==> config.mk <==
export PLATFORM = sky130hd
export DESIGN_NAME = input_cond_flat
export DESIGN_NICKNAME = d
export VERILOG_FILES = /design/src/rtl/input_cond_if.sv /design/src/rtl/input_cond.sv /design/src/flat_wrapper.sv
export SDC_FILE = /design/constraint.sdc
export NUM_CORES = 1
export LEC_CHECK = 0
export CAP_MARGIN = 10
export CORE_ASPECT_RATIO = 0.9
export CORE_MARGIN = 2
export CORE_UTILIZATION = 47
export DETAILED_ROUTE_END_ITERATION = 10
export GPL_TIMING_DRIVEN = 1
export PLACE_DENSITY_LB_ADDON = 0.2
export SLEW_MARGIN = 40
export SYNTH_ARGS = -nofsm -noshare
export SYNTH_HDL_FRONTEND = slang
export SYNTH_SLANG_ARGS = --single-unit
==> constraint.sdc <==
create_clock -name Clock -period 3.4 [get_ports Clock]
set_input_delay 0.51 -clock Clock [delete_from_list [all_inputs] [get_ports Clock]]
set_output_delay 0.51 -clock Clock [all_outputs]
set_load 0.005 [all_outputs]
==> src/rtl/input_cond_if.sv <==
// Pad-side bundle for input_cond: active-low sensor/button levels in, conditioned pulses and levels out.
interface input_cond_if;
    logic nFork;
    logic nCrank;
    logic nMode;
    logic nTrip;
    logic ForkPulse;
    logic CrankPulse;
    logic ModePress;
    logic TripPress;
    logic ModeLong;
    logic TripLong;
    logic ModeHeld;
    logic TripHeld;

    modport master (
        output nFork, nCrank, nMode, nTrip,
        input  ForkPulse, CrankPulse, ModePress, TripPress,
        input  ModeLong, TripLong, ModeHeld, TripHeld
    );

    modport slave (
        input  nFork, nCrank, nMode, nTrip,
        output ForkPulse, CrankPulse, ModePress, TripPress,
        output ModeLong, TripLong, ModeHeld, TripHeld
    );
endinterface

==> src/rtl/input_cond.sv <==
// Input conditioning: 2-flop synchronisers, wheel/crank edge pulses with lockout, mode/trip button FSMs.
// Define INPUT_COND_DEBOUNCE_EN to enable press/release debouncing in the button FSMs.
module input_cond #(
    parameter int DEBOUNCE_CYCLES = 16,
    parameter int LONG_CYCLES     = 65536,
    parameter int MIN_GAP         = 64
) (
    input  logic        Clock,
    input  logic        Reset,
    input_cond_if.slave pads
);

    localparam int BMAX = (DEBOUNCE_CYCLES > LONG_CYCLES) ? DEBOUNCE_CYCLES : LONG_CYCLES;
    localparam int BW   = $clog2(BMAX + 1);
    localparam int GW   = $clog2(MIN_GAP + 1);

    localparam logic [1:0] ST_IDLE     = 2'd0;
    localparam logic [1:0] ST_PRESS_DB = 2'd1;
    localparam logic [1:0] ST_PRESSED  = 2'd2;
    localparam logic [1:0] ST_REL_DB   = 2'd3;

    // Channel order: 0 fork, 1 crank, 2 mode, 3 trip.
    logic [3:0] pad;
    logic [3:0] sync1_q;
    logic [3:0] sync2_q;
    logic [3:0] prev_q;
    logic [1:0] settle_q;
    logic [3:0] fall;

    logic [1:0] spulse;
    logic [1:0] bpress;
    logic [1:0] blong;
    logic [1:0] bheld;

    assign pad  = {pads.nTrip, pads.nMode, pads.nCrank, pads.nFork};
    assign fall = prev_q & ~sync2_q;

    // prev_q stays 0 until the synchronisers hold real pad samples, so an input
    // low across reset release needs a genuine high before any fall is seen.
    always_ff @(posedge Clock) begin
        if (Reset) begin
            sync1_q  <= '1;
            sync2_q  <= '1;
            prev_q   <= '0;
            settle_q <= '0;
        end else begin
            sync1_q  <= pad;
            sync2_q  <= sync1_q;
            settle_q <= {settle_q[0], 1'b1};
            if (settle_q[1]) begin
                prev_q <= sync2_q;
            end
        end
    end

    for (genvar g = 0; g < 2; g++) begin : g_sensor
        logic [GW-1:0] gap_q;
        logic [GW-1:0] gap_d;
        logic          pulse_q;
        logic          pulse_d;

        always_comb begin
            gap_d   = gap_q;
            pulse_d = 1'b0;
            if (fall[g] && (gap_q == '0)) begin
                pulse_d = 1'b1;
                gap_d   = GW'(MIN_GAP);
            end else if (gap_q != '0) begin
                gap_d = gap_q - 1'b1;
            end
        end

        always_ff @(posedge Clock) begin
            if (Reset) begin
                gap_q   <= '0;
                pulse_q <= 1'b0;
            end else begin
                gap_q   <= gap_d;
                pulse_q <= pulse_d;
            end
        end

        assign spulse[g] = pulse_q;
    end

    for (genvar g = 0; g < 2; g++) begin : g_button
        logic          lvl;
        logic          bfall;
        logic [1:0]    st_q;
        logic [1:0]    st_d;
        logic [BW-1:0] hold_q;
        logic [BW-1:0] hold_d;
        logic          press_q;
        logic          press_d;
        logic          long_q;
        logic          long_d;
        logic          held_q;
        logic          held_d;
`ifdef INPUT_COND_DEBOUNCE_EN
        logic [BW-1:0] db_q;
        logic [BW-1:0] db_d;
`endif

        assign lvl   = sync2_q[2+g];
        assign bfall = fall[2+g];

        always_comb begin
            st_d    = st_q;
            hold_d  = hold_q;
            press_d = 1'b0;
            long_d  = 1'b0;
`ifdef INPUT_COND_DEBOUNCE_EN
            db_d    = db_q;
`endif
            case (st_q)
                ST_IDLE: begin
                    if (bfall) begin
`ifdef INPUT_COND_DEBOUNCE_EN
                        st_d = ST_PRESS_DB;
                        db_d = '0;
`else
                        st_d    = ST_PRESSED;
                        press_d = 1'b1;
                        hold_d  = '0;
`endif
                    end
                end
                ST_PRESSED: begin
                    if (lvl) begin
`ifdef INPUT_COND_DEBOUNCE_EN
                        st_d = ST_REL_DB;
                        db_d = '0;
`else
                        st_d = ST_IDLE;
`endif
                    end else if (hold_q != BW'(LONG_CYCLES)) begin
                        hold_d = hold_q + 1'b1;
                        long_d = (hold_q == BW'(LONG_CYCLES - 1));
                    end
                end
`ifdef INPUT_COND_DEBOUNCE_EN
                ST_PRESS_DB: begin
                    if (lvl) begin
                        st_d = ST_IDLE;
                    end else if (db_q == BW'(DEBOUNCE_CYCLES - 1)) begin
                        st_d    = ST_PRESSED;
                        press_d = 1'b1;
                        hold_d  = '0;
                    end else begin
                        db_d = db_q + 1'b1;
                    end
                end
                // A bounce back low resumes the press with the hold count intact.
                ST_REL_DB: begin
                    if (!lvl) begin
                        st_d = ST_PRESSED;
                    end else if (db_q == BW'(DEBOUNCE_CYCLES - 1)) begin
                        st_d = ST_IDLE;
                    end else begin
                        db_d = db_q + 1'b1;
                    end
                end
`else
                ST_PRESS_DB, ST_REL_DB: begin
                    st_d = ST_IDLE;
                end
`endif
                default: begin
                    st_d = ST_IDLE;
                end
            endcase
            held_d = (st_d == ST_PRESSED);
        end

        always_ff @(posedge Clock) begin
            if (Reset) begin
                st_q    <= ST_IDLE;
                hold_q  <= '0;
                press_q <= 1'b0;
                long_q  <= 1'b0;
                held_q  <= 1'b0;
`ifdef INPUT_COND_DEBOUNCE_EN
                db_q    <= '0;
`endif
            end else begin
                st_q    <= st_d;
                hold_q  <= hold_d;
                press_q <= press_d;
                long_q  <= long_d;
                held_q  <= held_d;
`ifdef INPUT_COND_DEBOUNCE_EN
                db_q    <= db_d;
`endif
            end
        end

        assign bpress[g] = press_q;
        assign blong[g]  = long_q;
        assign bheld[g]  = held_q;
    end

    assign pads.ForkPulse  = spulse[0];
    assign pads.CrankPulse = spulse[1];
    assign pads.ModePress  = bpress[0];
    assign pads.TripPress  = bpress[1];
    assign pads.ModeLong   = blong[0];
    assign pads.TripLong   = blong[1];
    assign pads.ModeHeld   = bheld[0];
    assign pads.TripHeld   = bheld[1];

endmodule

==> src/flat_wrapper.sv <==
// flat-port wrapper written by rule: the top's interface ports become plain ports
module input_cond_flat 
#(
    parameter int DEBOUNCE_CYCLES = 16,
    parameter int LONG_CYCLES     = 65536,
    parameter int MIN_GAP         = 64
)
  (Clock, Reset, pads_nFork, pads_nCrank, pads_nMode, pads_nTrip, pads_ForkPulse, pads_CrankPulse, pads_ModePress, pads_TripPress, pads_ModeLong, pads_TripLong, pads_ModeHeld, pads_TripHeld);
  input_cond_if pads_i ();
  input  logic Clock;
  input  logic Reset;
  input wire logic [$bits(pads_i.nFork)-1:0] pads_nFork;
  input wire logic [$bits(pads_i.nCrank)-1:0] pads_nCrank;
  input wire logic [$bits(pads_i.nMode)-1:0] pads_nMode;
  input wire logic [$bits(pads_i.nTrip)-1:0] pads_nTrip;
  output wire logic [$bits(pads_i.ForkPulse)-1:0] pads_ForkPulse;
  output wire logic [$bits(pads_i.CrankPulse)-1:0] pads_CrankPulse;
  output wire logic [$bits(pads_i.ModePress)-1:0] pads_ModePress;
  output wire logic [$bits(pads_i.TripPress)-1:0] pads_TripPress;
  output wire logic [$bits(pads_i.ModeLong)-1:0] pads_ModeLong;
  output wire logic [$bits(pads_i.TripLong)-1:0] pads_TripLong;
  output wire logic [$bits(pads_i.ModeHeld)-1:0] pads_ModeHeld;
  output wire logic [$bits(pads_i.TripHeld)-1:0] pads_TripHeld;
  assign pads_i.nFork = pads_nFork;
  assign pads_i.nCrank = pads_nCrank;
  assign pads_i.nMode = pads_nMode;
  assign pads_i.nTrip = pads_nTrip;
  assign pads_ForkPulse = pads_i.ForkPulse;
  assign pads_CrankPulse = pads_i.CrankPulse;
  assign pads_ModePress = pads_i.ModePress;
  assign pads_TripPress = pads_i.TripPress;
  assign pads_ModeLong = pads_i.ModeLong;
  assign pads_TripLong = pads_i.TripLong;
  assign pads_ModeHeld = pads_i.ModeHeld;
  assign pads_TripHeld = pads_i.TripHeld;
  input_cond #(.DEBOUNCE_CYCLES(DEBOUNCE_CYCLES), .LONG_CYCLES(LONG_CYCLES), .MIN_GAP(MIN_GAP)) u_core (.Clock(Clock), .Reset(Reset), .pads(pads_i));
endmodule
Yosys cells after proc, flatten, opt, wreduce, memory -nomap -nowiden

Index checks and enable logic that the tools add are counted.

Add/sub/neg operators: 4
Eq/ne operators: 18
Multiplexer cells: 23
Bitwise gates (word level): 8
Reductions and logical operators: 22

Operators with widths:

| operator                                                                | count |
|---|---|
| 17-bit 2-to-1 mux                                                       | 6 |
| 17-bit case mux with 2 select lines                                     | 2 |
| 17-bit by 1-bit adder with 17-bit output, second input constant         | 2 |
| 17-bit by 16-bit == test with 1-bit output, second input constant       | 2 |
| 17-bit inequality test, second input constant                           | 2 |
| 7-bit 2-to-1 mux                                                        | 4 |
| 7-bit zero test                                                         | 2 |
| 7-bit nonzero test                                                      | 2 |
| 7-bit by 1-bit subtractor with 7-bit output, second input constant      | 2 |
| 2-bit == test, second input constant                                    | 6 |
| 2-bit case mux with 3 select lines                                      | 2 |
| 2-bit OR reduction                                                      | 6 |
| 2-bit 2-to-1 mux                                                        | 4 |
| 2-bit by 1-bit inequality test with 1-bit output, second input constant | 4 |
| 4-bit AND reduction                                                     | 2 |
| 2-bit nonzero test                                                      | 4 |
| 4-bit OR reduction                                                      | 2 |
| 1-bit inverter                                                          | 6 |
| 1-bit 2-to-1 mux                                                        | 5 |
| 4-bit bitwise AND                                                       | 1 |
| 2-bit by 1-bit == test with 1-bit output, second input constant         | 2 |
| 2-bit zero test                                                         | 2 |
| 2-bit inequality test, second input constant                            | 2 |
| 4-bit inverter                                                          | 1 |
| 1-bit logical AND                                                       | 2 |

Register bits after elaboration: 74
Bits of input ports: 6
Output and inout port bits: 8
Word-level logic and storage cells: 96

Depth between registers and ports, before layout

Word-level depth: 5
Mapped depth: 8
Depth with buffers taken out: 8

Least setup slack after synthesis

No wires, ideal clock.

Kind: register to register
Start: register u_core.g_button[0].hold_q[0]
End: register u_core.g_button[0].hold_q[16]
Setup time: 0.070 ns
Arrival time: 2.264 ns
Required time: 3.330 ns
Slack: 1.066 ns
Cell stages (with the launch flop): 9
Path buffers: 0
Clock period less this slack: 2.334 ns
Cell sequence: dfxtp_1 > ha_1 > nand3_2 > or3_4 > nor2_1 > and4_1 > ha_1 > or4_1 > a21oi_1

Cells in the longest elaborated chain, start to end: 4
Elaborated cells on any way between the ends: 7
Those cells by class: add/sub (1); eq/ne (2); mux (3); reduce/logical (1)

RTL lines:

| element                                  | line              | text |
|---|---|---|
| start, declared                          | input_cond.sv:91  | `logic [BW-1:0] hold_q;` |
| start signal, assigned                   | input_cond.sv:187 | `hold_q <= hold_d;` |
| 17-bit by 1-bit adder with 17-bit output | input_cond.sv:137 | `hold_d = hold_q + 1'b1;` |
| 17-bit 2-to-1 mux                        | input_cond.sv:136 | `end else if (hold_q != BW'(LONG_CYCLES)) begin` |
| 17-bit 2-to-1 mux                        | input_cond.sv:129 | `if (lvl) begin` |
| 17-bit case mux with 2 select lines      | input_cond.sv:115 | `case (st_q)` |

Several ways; a longest one is shown, not always the timed one. The select of a mux whose other input is x is not followed.
A chain may end at the register's enable or synchronous reset.

Worst setup path in the final report

Ends and elaborated chain as after synthesis.

==> flow_summary.toml <==
[clocking]
clkSlewWorstSetupHoldPaths_ps = 90
clock_sinks = 74
clock_tree.buffer_depth = 2
h-tree-depth = 3
cts-root-buf = "clkbuf_8"
post_cts_resize_count = 0
cts_made_buffers = 9
tritoncts = "done"
post_cts_buffers = 0
clock_latency_ps = 350
cts_hold_buffers = 0

[power]
power.share.switching_pct = 29.1
p_int_w = 0.00152
vdd_drop_max_mv = 0.400
seq_power_share_pct = 47.8
clockPowerShare_pct = 32.6
combinational_fraction_of_design_power_pct = 19.6
power.density_nw_per_um2 = 570
leakage_nw = 1.32
power.net_switching_w = 0.000623

[global_routing]
grt_first_pass_wirelength_mm = 11.6
grt_use_total_pct = 18.3
grt_overflow = 0
grt_antenna_before_repair = 0
grt_pass1_vias = 2515
maximum_number_of_pins_on_one_net_before_global_route_repair = 38

[timing]
slew_violations = 0
period_share_pct = 73.9
unrepaired_setup_endpoints_after_global_routing = "no"
finalSetupViolCount = 0
layout_min_cycle_time_ps = 2510
finClkSkew_ps = 14.2
fin_hold_ws_ps = 407
timing.slew.headroom_pct = 53.3
postLayoutSetupSlackWorst_ps = 886
tightest_slew_ps = 696
hold_violations = 0
fin_setup_tns_ps = 0
achievable-frequency_mhz = 398

[final_layout]
syn2layout_area_growth_pct = 12.0
nets = 418
n_fill_cell = 652
num_antenna_cells = 0
layout-drive-gt1-share_pct = 10.1
layoutNonFillerInstCount = 500

[critical_path]
cp-startpoint = "u_core.g_button[0].hold_q[0]"
worstPathArrival_ps = 2800
worst-endpoint-required_ps = 3690
critical_path.slowest_cell = "or4_1"
cp_top_family = "simple AND/OR/NAND/NOR gates"
endpoint = "u_core.g_button[0].hold_q[16]"
crit_path_end_kind = "register"
worst-path-max-fanout = 7
startpoint_of_the_worst_slack_reg_to_reg_timing_path = "u_core.g_button[0].hold_q[0]"
crit_chain = "ha_1 > nand3_2 > or3_4 > nor2_1 > and4_1 > ha_1 > or4_1 > a21oi_1"
length_in_cells_of_the_worst_reg_to_reg_path = 8
cp_common_cell = "ha_1"
worst-path-buf-inv = 0
setup_slack_of_the_most_critical_reg_to_reg_path_ps = 890
path_class = "register to register"
critical-path-max-stage-delay_ps = 510
crit_path_start_kind = "register"
path_depth = 8
regToRegEndpoint = "u_core.g_button[0].hold_q[16]"

[die]
die_area_sq_um = 7830
die_height_um = 84.1
start_util_pct = 48.1
die_w_um = 93.0
design.portCount = 14
core.rowCount = 29
design.core.area_sq_um = 6970

[synthesis]
postSynthRegisterBits = 74
synthDominantCellAreaShare_pct = 44.2
post_synth_inst_count = 390
synth_area_sq_um = 3350
synth_top_area_cell = "dfxtp_1"
yosys_most_used_dff = "dfxtp_1"
netlist_top_cells_area = "dfxtp_1 (44%), nor2_1 (5.4%), nand2_1 (4.4%)"
synth-edff-count = 0
syn_area_per_cell_sq_um = 8.60
ys_warn_count = 0
synth.most_common_cell = "dfxtp_1"
postSynth.asyncResetShare_pct = 0
synth_seq_area_share_pct = 44.2
synth_common_cells = "dfxtp_1 (74), nor2_1 (48), nand2_1 (39)"
post_synth_num_cell_types = 57

[drt]
drc = 0
drtAntennaViolNets = 0
wl_per_cell_um = 13.3
detailedRoute.firstIterationViolations = 128
routed-via-count = 2747
viasPerCell = 5.49
drt_pre_antenna_iters = 4
drt_wl_total_mm = 6.66

[placement]
dp_slack_ps = 917
port_buffers = 13
place_hpwl_mm = 4.53
numPlacedInstances = 484
gp_congestion = 0.796

[flow_run]
reported_max_cap_violation_count = 0

[outcome]
run_status = "finished, final reports clean"

[worst_hold_path]
min_path_type = "register to register"
## routing by layer
layer / wire, um / track usage [%] / vias up
li1: - / - / 1391
met1: 3160 / 24.7 / 1277
met2: 3090 / 28.1 / 65
met3: 314 / 5.75 / 14
met4: 99 / 5.88 / 0
met5: 0 / 0 / -
## metrics by stage
step / total power [W] / area (sq um) / utilization [%]
6_report: 0.00214 / 3750 / 53.9
5_1_grt: 0.00229 / 3750 / 53.9
4_1_cts: 0.00217 / 3750 / 53.8
3_5_place_dp: 0.00146 / 3540 / 50.9
3_3_place_gp: 0.00145 / 3540 / 50.9
2_1_floorplan: 0.00139 / 3360 / -
## power by group through the flow
stage          clock [W]  combinational, W  sequential, W
6_report        0.000698          0.000421        0.00102
5_1_grt         0.000751          0.000499        0.00104
4_1_cts         0.000718          0.000424        0.00102
3_5_place_dp           0          0.000421        0.00104
3_3_place_gp           0          0.000407        0.00104
2_1_floorplan          0          0.000361        0.00103
## area by class of cell
type                            count  area (sq um)  area share [%]
Inverter                           21          78.8            2.10
Sequential cell                    74          1480            39.5
Clock buffer                       10           138            3.67
Clock inverter                      6          65.1            1.73
Multi-Input combinational cell    282          1740            46.3
Tap cell                           93           116            3.10
Timing Repair Buffer               14           138            3.67
## kinds of logic after synthesis
| kind of cell | after synthesis | synth area share (%) |
|---|---|---|
| AOI/OAI and AO/OA | 72 | 13.6 |
| xor gates and xnor gates | 11 | 2.87 |
| adders and majority gates | 10 | 3.73 |
| buffers and inverters | 35 | 4.37 |
| DFF | 74 | 44.2 |
| muxes | 6 | 1.87 |
| other | 1 | 0.112 |
| and+or+nand+nor | 181 | 29.3 |
## registers in the layout, summed over array words and instances, names as in the netlist
name                    count
u_core.pads.TripPress       1
u_core.pads.ForkPulse       1
u_core.pads.TripHeld        1
u_core.g_sensor.gap_q      14
u_core.prev_q               4
u_core.sync2_q              4
u_core.pads.ModeHeld        1
u_core.pads.TripLong        1
u_core.pads.CrankPulse      1
u_core.sync1_q              4
u_core.pads.ModeLong        1
u_core.settle_q             2
u_core.pads.ModePress       1
u_core.g_button.st_q        4
u_core.g_button.hold_q     34
## placed cells by master (no fill, tap or decap), types with 6 or more instances in the layout
cell type / instances
xnor2_1: 6
or2_2: 9
nor2_1: 48
inv_1: 21
o31ai_1: 6
nor4_1: 8
clkbuf_8: 10
dfxtp_1: 74
nand3_1: 16
and3_1: 7
a21oi_1: 17
o21ai_0: 22
nand2_1: 39
clkdlybuf4s50_1: 13
nand4_1: 8
ha_1: 10
nor3_1: 7
## worst min-delay path by stage
stage          depth (start not counted)              start                 to  slack (ps)
2_1_floorplan                          1  u_core.sync1_q[0]  u_core.sync2_q[0]         390
3_3_place_gp                           1  u_core.sync1_q[1]  u_core.sync2_q[1]         390
3_5_place_dp                           1  u_core.sync1_q[3]  u_core.sync2_q[3]         400
4_1_cts                                1  u_core.sync1_q[2]  u_core.sync2_q[2]         410
5_1_grt                                1  u_core.sync1_q[2]  u_core.sync2_q[2]         420
6_report                               1  u_core.sync1_q[2]  u_core.sync2_q[2]         410
No activity file was read; power rests on OpenSTA's default activity.
